--- src/rtl/mem_bus_arbiter_pkg.sv ---
// Shared types and constants for the instruction/data memory bus arbiter.
// Covers FSM states, access sizes, region nibbles and the region-select struct.
package mem_bus_arbiter_pkg;

  typedef enum logic [1:0] {
    ST_IDLE   = 2'd0,
    ST_ACCESS = 2'd1,
    ST_RESP   = 2'd2
  } state_e;

  typedef enum logic [1:0] {
    SZ_BYTE  = 2'b00,
    SZ_HALF  = 2'b01,
    SZ_WORD  = 2'b10,
    SZ_DWORD = 2'b11
  } size_e;

  localparam logic [3:0] REGION_ROM   = 4'h0;
  localparam logic [3:0] REGION_RAM   = 4'h1;
  localparam logic [3:0] REGION_PERIF = 4'h2;

  localparam int WAIT_W   = 8;
  localparam int STREAK_W = 8;

  typedef struct packed {
    logic unused;
    logic perif;
    logic ram;
    logic rom;
  } region_sel_t;

  function automatic logic [63:0] size_mask(input size_e size);
    case (size)
      SZ_BYTE:  size_mask = 64'h0000_0000_0000_00FF;
      SZ_HALF:  size_mask = 64'h0000_0000_0000_FFFF;
      SZ_WORD:  size_mask = 64'h0000_0000_FFFF_FFFF;
      default:  size_mask = 64'hFFFF_FFFF_FFFF_FFFF;
    endcase
  endfunction

  function automatic logic misaligned(input size_e size, input logic [2:0] addr_lo);
    case (size)
      SZ_HALF:  misaligned = addr_lo[0];
      SZ_WORD:  misaligned = |addr_lo[1:0];
      SZ_DWORD: misaligned = |addr_lo;
      default:  misaligned = 1'b0;
    endcase
  endfunction

endpackage

--- src/rtl/mem_region_decode.sv ---
// Combinational region decode: one-hot region, access error and wait-state count
// for a candidate address/size/direction.
module mem_region_decode
  import mem_bus_arbiter_pkg::*;
#(
  parameter int ROM_WAIT   = 0,
  parameter int RAM_WAIT   = 1,
  parameter int PERIF_WAIT = 2
) (
  input  logic [31:0]       addr_i,
  input  size_e             size_i,
  input  logic              we_i,
  output region_sel_t       region_o,
  output logic              err_o,
  output logic [WAIT_W-1:0] wait_o
);

  // NOTE: every output gets a default before the case so no latch is inferred.
  always_comb begin
    region_o = '0;
    wait_o   = '0;
    case (addr_i[31:28])
      REGION_ROM: begin
        region_o.rom = 1'b1;
        wait_o       = WAIT_W'(ROM_WAIT);
      end
      REGION_RAM: begin
        region_o.ram = 1'b1;
        wait_o       = WAIT_W'(RAM_WAIT);
      end
      REGION_PERIF: begin
        region_o.perif = 1'b1;
        wait_o         = WAIT_W'(PERIF_WAIT);
      end
      default: region_o.unused = 1'b1;
    endcase
    err_o = region_o.unused | (region_o.rom & we_i) | misaligned(size_i, addr_i[2:0]);
  end

endmodule

--- src/rtl/mem_bus_arbiter.sv ---
// Two-master (fetch/data) arbiter onto a single wait-stated memory bus with
// data priority bounded by a streak limit while a fetch is pending.
module mem_bus_arbiter
  import mem_bus_arbiter_pkg::*;
#(
  parameter int ROM_WAIT    = 0,
  parameter int RAM_WAIT    = 1,
  parameter int PERIF_WAIT  = 2,
  parameter int MAX_DSTREAK = 2
) (
  input  logic        clock,
  input  logic        reset,
  input  logic        if_req,
  input  logic [31:0] if_addr,
  output logic        if_ack,
  output logic        if_err,
  output logic [31:0] if_rdata,
  input  logic        d_req,
  input  logic        d_we,
  input  logic [1:0]  d_size,
  input  logic [31:0] d_addr,
  input  logic [63:0] d_wdata,
  output logic        d_ack,
  output logic        d_err,
  output logic [63:0] d_rdata,
  output logic [31:0] mem_address,
  output logic [63:0] mem_wdata,
  output logic        mem_write_en,
  output logic [1:0]  mem_size,
  input  logic [63:0] mem_rdata,
  output logic        ROM_select,
  output logic        RAM_select,
  output logic        PERIF_select,
  output logic        UNUSED_select,
  output logic        busy
);

  state_e              state_q,  state_d;
  logic [31:0]         addr_q,   addr_d;
  size_e               size_q,   size_d;
  logic                we_q,     we_d;
  logic [63:0]         wdata_q,  wdata_d;
  logic                fetch_q,  fetch_d;
  logic                err_q,    err_d;
  region_sel_t         region_q, region_d;
  logic [WAIT_W-1:0]   wait_q,   wait_d;
  logic [63:0]         rdata_q,  rdata_d;
  logic [STREAK_W-1:0] streak_q, streak_d;

  logic              grant_fetch;
  logic [31:0]       sel_addr;
  size_e             sel_size;
  logic              sel_we;
  region_sel_t       dec_region;
  logic              dec_err;
  logic [WAIT_W-1:0] dec_wait;

  assign grant_fetch = if_req & (~d_req | (streak_q == STREAK_W'(MAX_DSTREAK)));
  assign sel_addr    = grant_fetch ? if_addr : d_addr;
  assign sel_size    = grant_fetch ? SZ_WORD : size_e'(d_size);
  assign sel_we      = grant_fetch ? 1'b0    : d_we;

  mem_region_decode #(
    .ROM_WAIT   (ROM_WAIT),
    .RAM_WAIT   (RAM_WAIT),
    .PERIF_WAIT (PERIF_WAIT)
  ) u_decode (
    .addr_i   (sel_addr),
    .size_i   (sel_size),
    .we_i     (sel_we),
    .region_o (dec_region),
    .err_o    (dec_err),
    .wait_o   (dec_wait)
  );

  always_comb begin
    state_d  = state_q;
    addr_d   = addr_q;
    size_d   = size_q;
    we_d     = we_q;
    wdata_d  = wdata_q;
    fetch_d  = fetch_q;
    err_d    = err_q;
    region_d = region_q;
    wait_d   = wait_q;
    rdata_d  = rdata_q;
    streak_d = streak_q;
    case (state_q)
      ST_IDLE: begin
        if (if_req | d_req) begin
          addr_d   = sel_addr;
          size_d   = sel_size;
          we_d     = sel_we;
          wdata_d  = grant_fetch ? 64'd0 : d_wdata;
          fetch_d  = grant_fetch;
          err_d    = dec_err;
          region_d = dec_region;
          wait_d   = dec_wait;
          rdata_d  = '0;
          if (grant_fetch)  streak_d = '0;
          else if (if_req)  streak_d = streak_q + STREAK_W'(1);
          state_d  = dec_err ? ST_RESP : ST_ACCESS;
        end
      end
      ST_ACCESS: begin
        if (wait_q == '0) begin
          rdata_d = mem_rdata & size_mask(size_q);
          state_d = ST_RESP;
        end else begin
          wait_d = wait_q - WAIT_W'(1);
        end
      end
      default: state_d = ST_IDLE;
    endcase
  end

  // NOTE: datapath registers are reset too, so every output is 0 the cycle after reset.
  always_ff @(posedge clock) begin
    if (reset) begin
      state_q  <= ST_IDLE;
      addr_q   <= '0;
      size_q   <= SZ_BYTE;
      we_q     <= 1'b0;
      wdata_q  <= '0;
      fetch_q  <= 1'b0;
      err_q    <= 1'b0;
      region_q <= '0;
      wait_q   <= '0;
      rdata_q  <= '0;
      streak_q <= '0;
    end else begin
      // NOTE: non-blocking so every register samples pre-edge values.
      state_q  <= state_d;
      addr_q   <= addr_d;
      size_q   <= size_d;
      we_q     <= we_d;
      wdata_q  <= wdata_d;
      fetch_q  <= fetch_d;
      err_q    <= err_d;
      region_q <= region_d;
      wait_q   <= wait_d;
      rdata_q  <= rdata_d;
      streak_q <= streak_d;
    end
  end

  always_comb begin
    busy          = (state_q != ST_IDLE);
    mem_address   = '0;
    mem_wdata     = '0;
    mem_write_en  = 1'b0;
    mem_size      = '0;
    ROM_select    = 1'b0;
    RAM_select    = 1'b0;
    PERIF_select  = 1'b0;
    UNUSED_select = 1'b0;
    if_ack        = 1'b0;
    if_err        = 1'b0;
    if_rdata      = '0;
    d_ack         = 1'b0;
    d_err         = 1'b0;
    d_rdata       = '0;
    if (state_q == ST_ACCESS) begin
      mem_address   = addr_q;
      mem_wdata     = wdata_q;
      mem_write_en  = we_q;
      mem_size      = size_q;
      ROM_select    = region_q.rom;
      RAM_select    = region_q.ram;
      PERIF_select  = region_q.perif;
      UNUSED_select = region_q.unused;
    end else if (state_q == ST_RESP) begin
      if (fetch_q) begin
        if_ack   = 1'b1;
        if_err   = err_q;
        if_rdata = rdata_q[31:0];
      end else begin
        d_ack   = 1'b1;
        d_err   = err_q;
        d_rdata = rdata_q;
      end
    end
  end

endmodule
--- config.mk ---
export PLATFORM = sky130hd
export DESIGN_NAME = mem_bus_arbiter
export DESIGN_NICKNAME = d
export VERILOG_FILES = /design/src/rtl/mem_bus_arbiter_pkg.sv /design/src/rtl/mem_region_decode.sv /design/src/rtl/mem_bus_arbiter.sv
export SDC_FILE = /design/constraint.sdc
export NUM_CORES = 1
export LEC_CHECK = 0
export BUFFER_PORTS_ARGS = -buffer_cell sky130_fd_sc_hd__buf_2
export CAP_MARGIN = 20
export CORE_MARGIN = 5
export CORE_UTILIZATION = 38
export CTS_BUF_LIST = sky130_fd_sc_hd__clkbuf_4
export DETAILED_ROUTE_END_ITERATION = 10
export GPL_ROUTABILITY_DRIVEN = 0
export HOLD_SLACK_MARGIN = 0.12
export PLACE_DENSITY = 0.74
export SKIP_LAST_GASP = 1
export SYNTH_ARGS = -nofsm -noshare
export SYNTH_HDL_FRONTEND = slang
export SYNTH_SLANG_ARGS = --single-unit
--- constraint.sdc ---
create_clock -name clock -period 3.75 [get_ports clock]
set_input_delay 0.375 -clock clock [delete_from_list [all_inputs] [get_ports clock]]
set_output_delay 0.375 -clock clock [all_outputs]
set_load 0.05 [all_outputs]
==> results of run 1 <==
==> power breakdown <==
group / switching (mW) / total (mW) / internal, mW
logic: 0.450 / 0.843 / 0.394
registers: 0.0745 / 2.18 / 2.11
clock network: 0.801 / 1.17 / 0.371
total: 1.33 / 4.20 / 2.87
==> synth_stat cells (8+ instances only) <==
cell type / number / area share (%)
a211oi_2: 29 / 4.1
nand2_1: 55 / 2.3
dfxtp_1: 187 / 42
nor2_1: 52 / 2.2
clkbuf_1: 67 / 2.8
buf_2: 13 / 0.73
mux2i_1: 37 / 4.2
and2_1: 203 / 14
inv_1: 8 / 0.34
o21ai_0: 43 / 2.4
a22o_1: 67 / 6.6
o211ai_1: 68 / 5.8
a21oi_1: 29 / 1.6
nand3_1: 27 / 1.5
==> kinds of logic after synthesis <==
logic type	count (synthesis)	synth area share (%)
DFF	187	42.2
and+or+nand+nor	372	23.3
adders and majority gates	4	0.564
xor gates and xnor gates	7	0.691
muxes	38	4.30
AOI/OAI and AO/OA	269	23.5
buffers and inverters	99	5.43
==> sequential cells by signal (all words and copies together) (netlist names) <==
register	count
addr_q	32
err_q	1
fetch_q	1
rdata_q	64
region_q	4
size_q	2
state_q	2
streak_q	8
wait_q	8
wdata_q	64
we_q	1
==> repair_timing <==
action / 4_1_cts / 5_1_grt
resized for setup: 0 / 0
hold endpoints to repair: 156 / 2
hold buffers: 172 / 3
==> layer usage <==
layer	track usage (%)	part of all wire (%)	vias up
li1	-	-	4491
met1	26.5	41	4287
met2	35.5	47	411
met3	7.37	8.8	83
met4	9.04	3.5	8
met5	0	0.16	-
==> through the flow <==
stage | util [%] | instance area, sq um | setup WS, ns | hold slack (ns)
6_report | 56.3 | 13100 | 0.862 | 0.180
5_1_grt | 56.3 | 13100 | 0.664 | 0.122
4_1_cts | 56.1 | 13100 | 0.808 | 0.121
3_5_place_dp | 47.4 | 11000 | 1.31 | 0.446
3_3_place_gp | 47.4 | 11000 | 1.41 | 0.439
2_1_floorplan | - | 8870 | 1.59 | 0.427
==> layout make-up <==
type / count / area share (%)
timing repair buffer: 593 / 30.0
inverter: 8 / 0.229
clock buffer: 17 / 0.975
antenna: 1 / 0.0191
clock inverter: 15 / 1.39
sequential: 187 / 28.6
tap: 319 / 3.05
multi-input combinational: 690 / 35.8
==> path summary, 6_finish.rpt <==
kind	endpoint	slack, ns	startpoint	cells after the start
worst max-delay path	addr_q[25]$_SDFFE_PP0P_	0.86	streak_q[2]$_SDFFE_PP0P_	6
worst min-delay path	addr_q[19]$_SDFFE_PP0P_	0.18	if_addr[19]	3
worst max register to register	addr_q[25]$_SDFFE_PP0P_	0.86	streak_q[2]$_SDFFE_PP0P_	6
worst min register to register	rdata_q[50]$_SDFFE_PP0P_	0.46	rdata_q[50]$_SDFFE_PP0P_	2
==> worst min-delay path, stage by stage <==
cell and delay, ns:
buf_2 0.10, mux2i_1 0.16, a211oi_2 0.08
==> summary.md, run 1 <==
| Metric | Value |
|---|---|
| Chip width | 163 microns |
| Achievable Freq | 346 MHz |
| Vias in the first global route | 9223 |
| Required @ worst endpoint | 4.20 ns |
| Synthesis-to-finish area growth | 47.5% |
| CP max-delay cell | dlygate4sd3_1 |
| Synth Area per Inst | 9.09 sq um |
| Sink Count | 187 |
| Crit path largest cell delay | 0.59 ns |
| Pwr Total | 4.20 mW |
| Setup CP Type | reg -> reg |
| GRT Resource Usage Total | 21.8% |
| Non-filler instance count after layout | 1830 |
| Slew @ Worst Pin | 0.892 ns |
| Post-Synthesis Cells | 976 |
| WP data arrival | 3.33 ns |
| EDFF count, synth | 0 |
| Dpl cells | 1622 |
| FP Rows | 56 |
| Initial Utilization | 38.2% |
| Placed wire-length estimate | 19400 microns |
| Synth cell types | 56 |
| Tcrit/Tclk final | 77.0% |
| Synth Flop Type | dfxtp_1 |
| Mapped Nets | 1179 |
| Share of cells above drive strength 1 | 32.7% |
| Drt pass-1 iters | 5 |
| Fin crit period | 2.89 ns |
| H-tree Lvls | 4 |
| Sequential area share after synthesis | 42.2% |
| Post-CTS setup buffer count | 0 |
| Run status | finished clean |
| TNS Setup | 0 ns |
| Finish-stage setup viols | 0 |
| Cell chosen for the clock root | clkbuf_4 |
| Synthesis Warnings | 0 |
| Fill cells | 2035 |
| Die H | 163 microns |
| Final Skew | 0.0244 ns |
| Total core area | 23300 sq um |
| Worst-case clock buffer depth | 2 |
| Total CTS buffers | 17 |
| Maxcap violations | 0 |
| Pin count of the biggest net entering global routing | 116 |
| Crit end category | flop |
| CTS tree | done |
| Yosys reg bits | 187 |
| Die area | 26500 sq um |
| Crit path launch type | flop |
| Initial antenna violation count | 5 |
| Nets | 1700 |
| Commonest non-fill, non-tap cell in the layout | buf_2 |
| Most frequent cells in the layout | 402 x buf_2, 203 x and2_1, 187 x dfxtp_1, 175 x dlygate4sd3_1, 68 x o211ai_1 |
| CP delay by family, top | buffers and inverters |
| Worst-path clk slew | 0.18 ns |
| Worst-path maximum fanout | 30 |
| First-pass GRT wire length | 47500 microns |
| Unrepaired setup endpoints after global routing | false |
| Vias per cell | 5.07 |
| IO Pins | 403 |
| Port bufs | 402 |
| Detailed router's first-iteration violation count | 735 |
| Synth Cell Area | 8870 sq um |
| Routed Antenna Nets | 0 |
| Grt ovf | 0 |
| Skew-Pair Late Insertion Delay | 0.57 ns |
| Storage element area | 3740 sq um |
| CP cell instances | or4_4 > o21ai_4 > buf_4 > mux2i_1 > dlygate4sd3_1 > a211oi_2 |
| Static Leak | 5.98 nW |
| Wire per inst | 16.8 microns |
| Final Slew Violations | 0 |
| Hold Path Class | in -> reg |
| Power per Cell Area | 321 nW/um^2 |
| Worst slew margin | 40.1% |
| IR drop worst, VDD | 0.000170 V |
| # DRC | 0 |
| CP Buf/Inv Count | 2 |
| Final Hold Viols | 0 |
| Async S/R FF share, synth | 0% |
| Vias post-DR | 9280 |
| Post-Route WL | 30800 microns |
| Multi-input gate area | 4690 sq um |
No activity file was read; power rests on OpenSTA's default activity.
==> run 2: changes to the inputs <==
Settings changed: ABC_AREA from default to 1, PLACE_DENSITY 0.74 to 0.77.
Clock period 3.75 ns to 2.3 ns, I/O delays scaled along.
==> summary.md, run 2 <==
| Metric | Value |
|---|---|
| Run status | finished clean |
| Hold_ws | 0.255 ns (+0.0750 ns) |
| Placed instance area | 10700 sq um (-2.7%) |
| TNS Setup | 0 ns (unchanged) |
| Wire per inst | 16.7 microns (-0.92%) |
| Setup CP Type | in -> reg |
| First-pass GRT wire length | 53300 microns (+12%) |
| Top Registers | rdata_q x64, wdata_q x64, addr_q x32 |
| Commonest non-fill, non-tap cell in the layout | buf_2 |
| WP data arrival | 2.75 ns (-0.58 ns) |
| EDFF count, synth | 0 (unchanged) |
| Util after Layout | 61.5% (+5.3 points) |
| Nets | 1983 (+17%) |
| CP max-delay cell | dlygate4sd3_1 |
| Yosys top cell by area | dfxtp_1 |
| Initial Utilization | 38.8% (+0.64 points) |
| R2R setup slack | 0.11 ns (-0.75 ns) |
| Maxcap violations | 0 (unchanged) |
| Crit path largest cell delay | 0.57 ns (-0.02 ns) |
| IO Pins | 403 (unchanged) |
| Hold path depth | 5 (+2) |
| Mapped Nets | 1412 (+20%) |
| Fin area | 13500 sq um (+2.9%) |
| Drt pass-1 iters | 6 (+1) |
| CP cell instances | dlygate4sd3_1 > buf_2 > nor2_2 > nor2_8 > inv_2 > nand2_2 > inv_4 > buf_12 > a21oi_1 > a211oi_1 > dlygate4sd3_1 |
| Reg2reg end | rdata_q[19]$_SDFFE_PP0P_ |
| Most frequent cells in the layout | 342 x buf_2, 283 x nor2_1, 201 x dlygate4sd3_1, 182 x dfxtp_1, 162 x inv_1 |
| Sequential area share after synthesis | 44.1% (+1.9 points) |
| Initial antenna violation count | 3 (-2) |
| Largest family of logic cells by synthesized area | simple AND/OR/NAND/NOR gates |
| Pint | 5.06 mW (+76%) |
| HP Start | d_req |
| Crit end category | flop |
| Synth cell count leaders | 306 x nor2_1, 187 x dfxtp_1, 166 x inv_1 |
| NetSw | 2.65 mW (+100%) |
| GRT Resource Usage Total | 25.0% (+3.2 points) |
| Dpl cells | 1830 (+13%) |
| Share of cells above drive strength 1 | 30.0% (-2.7 points) |
| Worst slew margin | 73.3% (+33 points) |
| Pwr Total | 7.71 mW (+84%) |
| Pin count of the biggest net entering global routing | 82 (-29%) |
| Worst-case clock buffer depth | 2 (unchanged) |
| Adder-Cell Fraction of Synth Area | 0.589% (+0.025 points) |
| Finish-stage setup viols | 0 (unchanged) |
| Static Leak | 6.15 nW (+2.8%) |
| Power per Cell Area | 572 nW/um^2 (+78%) |
| Synth Area per Inst | 7.02 sq um (-23%) |
| CTS tree | done |
| Vias per cell | 5.20 (+2.5%) |
| Final Skew | 0.0352 ns (+0.0108 ns) |
| Post-Synthesis Cells | 1209 (+24%) |
| Synthesis-to-finish area growth | 58.6% |
| Fill cells | 1720 (-15%) |
| Worst reg2reg startpoint | state_q[0]$_SDFFE_PP0P_ |
| Post-Route WL | 34600 microns (+12%) |
| H-tree Lvls | 4 (unchanged) |
| Die H | 159 microns (-2.0%) |
| Cell chosen for the clock root | clkbuf_4 |
| Multiplexer share of the synthesized area | 0% (-4.3 points) |
| Slew @ Worst Pin | 0.401 ns (-0.491 ns) |
| Synth Area in XOR/XNOR | 0.206% (-0.48 points) |
| Logic pwr share | 28.8% (+8.7 points) |
| Crit path launch type | input pin |
| Post-Place Setup Slack | 0.352 ns (-0.955 ns) |
| Port bufs | 402 (unchanged) |
| IR drop worst, VDD | 0.000409 V (+140%) |
| Vias in the first global route | 10500 (+14%) |
| Yosys reg bits | 187 (unchanged) |
| Total CTS buffers | 17 (unchanged) |
| Worst Reg-to-Reg Cells | 10 (+4) |
| FP Rows | 54 (-3.6%) |
| Non-filler instance count after layout | 2075 (+13%) |
| Skew-Pair Late Insertion Delay | 0.55 ns (-0.02 ns) |
| Synth Area in Compound Gates | 18.3% (-5.2 points) |
| Sink Count | 187 (unchanged) |
| Total core area | 21900 sq um (-5.9%) |
| Die area | 25400 sq um (-4.0%) |
| Tcrit/Tclk final | 97.4% |
| Final Hold Viols | 0 (unchanged) |
| Worst-path clk slew | 0.16 ns (-0.02 ns) |
| Synthesis Warnings | 0 (unchanged) |
| Async S/R FF share, synth | 0% (unchanged) |
| Final setup margin | 0.0597 ns (-0.802 ns) |
| Clk network pwr share | 23.7% (-4.2 points) |
| Vias post-DR | 10800 (+16%) |
| Hold Crit Endpoint | size_q[1]$_SDFFE_PP0P_ |
| Achievable Freq | 446 MHz |
| Placed wire-length estimate | 20400 microns (+5.1%) |
| Top post-synthesis cells by area | dfxtp_1 44%, nor2_1 14%, inv_1 7.3%, o21ai_0 5.9%, nand3_1 4.8% |
| Sequential power share | 47.5% (-4.5 points) |
| # DRC | 0 (unchanged) |
| Sw Ratio | 34.4% (+2.8 points) |
| Chip width | 159 microns (-2.0%) |
| Top cell type's share of synthesized area | 44.1% (+1.9 points) |
| Hold Path Class | in -> reg |
| Most used cell, CP | dlygate4sd3_1 |
| Grt ovf | 0 (unchanged) |
| Most frequent cell after synthesis | nor2_1 |
| Worst-path maximum fanout | 23 (-23%) |
| Simple-Gate Fraction of Synth Area | 24.3% (+0.99 points) |
| Final Slew Violations | 0 (unchanged) |
| Routed Antenna Nets | 0 (unchanged) |
| Unrepaired setup endpoints after global routing | true |
| Detailed router's first-iteration violation count | 1367 (+86%) |
| Required @ worst endpoint | 2.81 ns (-1.39 ns) |
| Synth cell types | 36 (-36%) |
| Synth Flop Type | dfxtp_1 |
| Synth Cell Area | 8490 sq um (-4.3%) |
| Fin crit period | 2.24 ns |
-- run 2: area by class of cell --
cell class                 instances  area [sq um]  area share [%]
clock buffer                      18           135            1.00
antenna                            3          7.51          0.0557
tap                              280           350            2.60
clock inverter                    13           141            1.05
timing repair buffer             637          4610            34.2
multi-input combinational        759          3810            28.3
inverter                         178           672            4.99
sequential                       187          3750            27.8
-- run 2: worst max-delay path by stage --
stage,start,endpoint,slack (ns)
floorplan,state_q[1]$_SDFFE_PP0P_,d_rdata[10],-0.1
global placement,streak_q[0]$_SDFFE_PP0P_,state_q[0]$_SDFFE_PP0P_,0.42
detailed placement,streak_q[0]$_SDFFE_PP0P_,err_q$_SDFFE_PP0P_,0.35
CTS,state_q[1]$_SDFFE_PP0P_,d_rdata[17],0.0005
global route,state_q[1]$_SDFFE_PP0P_,d_rdata[20],-0.07
finish,if_req,rdata_q[28]$_SDFFE_PP0P_,0.06
-- run 2: cells by family (layout without fill, tap and decap cells) --
family                   Yosys count  in the layout
buffers and inverters            263            846
AO/OA/AOI/OAI                    258            258
AND/OR/NAND/NOR                  495            495
XOR/XNOR                           2              2
flip-flops                       187            187
other                              0              3
adder cells (fa/ha/maj)            4              4
-- run 2: repair_timing --
item,CTS,global route
gates cloned,0,1
hold buffers,202,0
hold endpoints to repair,170,0
setup buffers,0,9
pin swaps,0,1
endpoints found under the setup margin,84,80
gates resized for setup,43,90
-- run 2: per-layer routing --
metal	share of wire [%]	GRT usage (%)	wire, microns
met1	36	28.4	12600
met2	50	42.5	17200
met3	8.5	7.20	2930
met4	5.3	12.8	1830
met5	0	0	0
-- run 2: power by group through the flow --
stage	clock, mW	combinational [mW]	sequential (mW)
floorplan	0	1.25	3.70
global placement	0	1.73	3.71
detailed placement	0	1.76	3.72
CTS	1.89	2.05	3.65
global route	2.03	2.40	3.69
finish	1.83	2.22	3.66
-- run 2: worst max-delay path: cells and delay by family --
| family | cells | cell delay [ns] |
|---|---|---|
| buf+inv | 6 | 1.84 |
| simple gates | 3 | 0.45 |
| compound gates | 2 | 0.20 |
==> run 3: changes to the inputs <==
Settings changed: ABC_AREA 1 to default.
==> summary.md, run 3 (synthesis gave the netlist of run 1 again) <==
| Metric | Value |
|---|---|
| Most frequent cells in the layout | 327 x buf_2, 199 x dlygate4sd3_1, 185 x dfxtp_1, 170 x and2_1, 68 x o211ai_1 |
| Slew @ Worst Pin | 0.733 ns (+0.332 ns) |
| Share of cells above drive strength 1 | 35.8% (+5.9 points) |
| CTS tree | done |
| Nets | 1755 (-11%) |
| Cell chosen for the clock root | clkbuf_4 |
| FP Rows | 56 (+3.7%) |
| Chip width | 163 microns (+2.1%) |
| Fin crit period | 2.24 ns (-0.00237 ns) |
| Total core area | 23300 sq um (+6.3%) |
| Commonest non-fill, non-tap cell in the layout | buf_2 |
| Vias per cell | 5.35 (+3.0%) |
| Post-Place Setup Slack | 0.299 ns (-0.0533 ns) |
| Required @ worst endpoint | 2.07 ns (-0.74 ns) |
| Tcrit/Tclk final | 97.3% (-0.10 points) |
| First-pass GRT wire length | 51900 microns (-2.6%) |
| Skew-Pair Late Insertion Delay | 0.58 ns (+0.03 ns) |
| Unrepaired setup endpoints after global routing | true |
| Drt pass-1 iters | 5 (-1) |
| Post-Route WL | 36100 microns (+4.1%) |
| H-tree Lvls | 4 (unchanged) |
| Total CTS buffers | 17 (unchanged) |
| Pin count of the biggest net entering global routing | 67 (-18%) |
| Worst-path maximum fanout | 8 (-65%) |
| Worst-path clk slew | 0.18 ns (+0.02 ns) |
| GRT Resource Usage Total | 24.0% (-0.98 points) |
| Achievable Freq | 447 MHz (+0.11%) |
| TNS Setup | 0 ns (unchanged) |
| Placed wire-length estimate | 20100 microns (-1.6%) |
| Routed Antenna Nets | 0 (unchanged) |
| Top Registers | rdata_q x64, wdata_q x64, addr_q x32 |
| Die H | 163 microns (+2.1%) |
| Hold path depth | 4 (-1) |
| Static Leak | 6.41 nW (+4.3%) |
| CP max-delay cell | dfxtp_2 |
| Final Skew | 0.0338 ns (-0.00131 ns) |
| Crit path largest cell delay | 0.37 ns (-0.20 ns) |
| Worst-case clock buffer depth | 2 (unchanged) |
| Grt ovf | 0 (unchanged) |
| Finish-stage setup viols | 0 (unchanged) |
| Initial Utilization | 38.2% (-0.64 points) |
| IO Pins | 403 (unchanged) |
| Non-filler instance count after layout | 1890 (-8.9%) |
| Placed instance area | 11200 sq um (+4.3%) |
| Worst slew margin | 50.5% (-23 points) |
| Fin area | 14300 sq um (+6.5%) |
| Most used cell, CP | buf_8 |
| Hold Path Class | in -> reg |
| Wire per inst | 19.1 microns (+14%) |
| Detailed router's first-iteration violation count | 780 (-43%) |
| Final Slew Violations | 0 (unchanged) |
| Power per Cell Area | 494 nW/um^2 (-14%) |
| Initial antenna violation count | 6 (+3) |
| IR drop worst, VDD | 0.000354 V (-13%) |
| Dpl cells | 1634 (-11%) |
| Port bufs | 402 (unchanged) |
| Run status | finished clean |
| Vias in the first global route | 10100 (-4.2%) |
| Vias post-DR | 10100 (-6.2%) |
| Crit path launch type | flop |
| CP cell instances | buf_6 > nor3b_4 > buf_4 > buf_12 > buf_8 > and2_4 > buf_8 |
| Sink Count | 187 (unchanged) |
| WP data arrival | 2.01 ns (-0.74 ns) |
| Die area | 26500 sq um (+4.2%) |
| Setup CP Type | reg -> out |
| # DRC | 0 (unchanged) |
| Synthesis-to-finish area growth | 61.7% |
| Final Hold Viols | 0 (unchanged) |
| Final setup margin | 0.0621 ns (+0.00237 ns) |
| Crit end category | primary output |
| Worst Reg-to-Reg Cells | 7 (-3) |
| Maxcap violations | 0 (unchanged) |
==> run 3: changes by cell type in the layout (fill, tap and decap cells not counted), moves of 37 or more <==
cell / previous run / this run
inv_1: 162 / 8
o211ai_1: 1 / 68
a22o_1: 0 / 67
a21oi_1: 69 / 29
nor2_1: 283 / 52
mux2i_1: 0 / 37
and2_1: 0 / 170
nand3_1: 82 / 27
o21ai_0: 100 / 43
==> run 3: report_power, final <==
group | internal (mW) | switching (mW)
logic | 0.760 | 0.820
registers | 3.44 | 0.125
clock network | 0.623 | 1.32
total | 4.82 | 2.27
==> run 3: final timing paths <==
kind | from | end | slack (ns)
worst min register to register | rdata_q[52]$_SDFFE_PP0P_ | rdata_q[52]$_SDFFE_PP0P_ | 0.46
worst min-delay path | d_req | region_q[1]$_SDFFE_PP0P_ | 0.20
worst max-delay path | state_q[0]$_SDFFE_PP0P_ | d_rdata[1] | 0.06
worst max register to register | state_q[0]$_SDFFE_PP0P_ | addr_q[6]$_SDFFE_PP0P_ | 0.17
==> run 3: area by class of cell <==
cell class,count,area (sq um)
antenna,6,15.0
clock buffer,18,135
clock inverter,14,175
fill,1771,8910
inverter,8,30.0
multi-input combinational,690,4770
sequential,187,3750
tap,319,399
timing repair buffer,648,5070
==> run 3: repair_timing <==
action | CTS | global route
hold buffers | 199 | 0
endpoints found under the hold margin | 168 | 0
gates resized for setup | 40 | 180
pin swaps | 1 | 15
setup buffers | 4 | 8
cloned | 1 | 6
endpoints found under the setup margin | 156 | 191
==> run 3: per-layer routing <==
metal	global-route usage [%]	vias to the layer above	part of all wire, %	routed length, microns
met3	6.91	142	9.2	3330
li1	-	4612	-	-
met1	27.8	4709	37	13300
met5	0	-	0.055	20
met2	40.5	651	49	17500
met4	12.0	2	5.2	1870
==> run 3: critical path: cells and delay by family (launching register included) <==
kind          cells  cell delay [ns]
buf+inv           5             0.70
simple gates      2             0.38
flops             1             0.37
==> run 3: metrics by stage <==
stage               utilization [%]  power (mW)  hold WS [ns]
global route                   61.7        7.40         0.184
finish                         61.7        7.09         0.202
CTS                            58.7        6.99         0.123
global placement               48.1        4.72         0.438
detailed placement             48.1        4.76         0.444
floorplan                         -        4.35         0.339
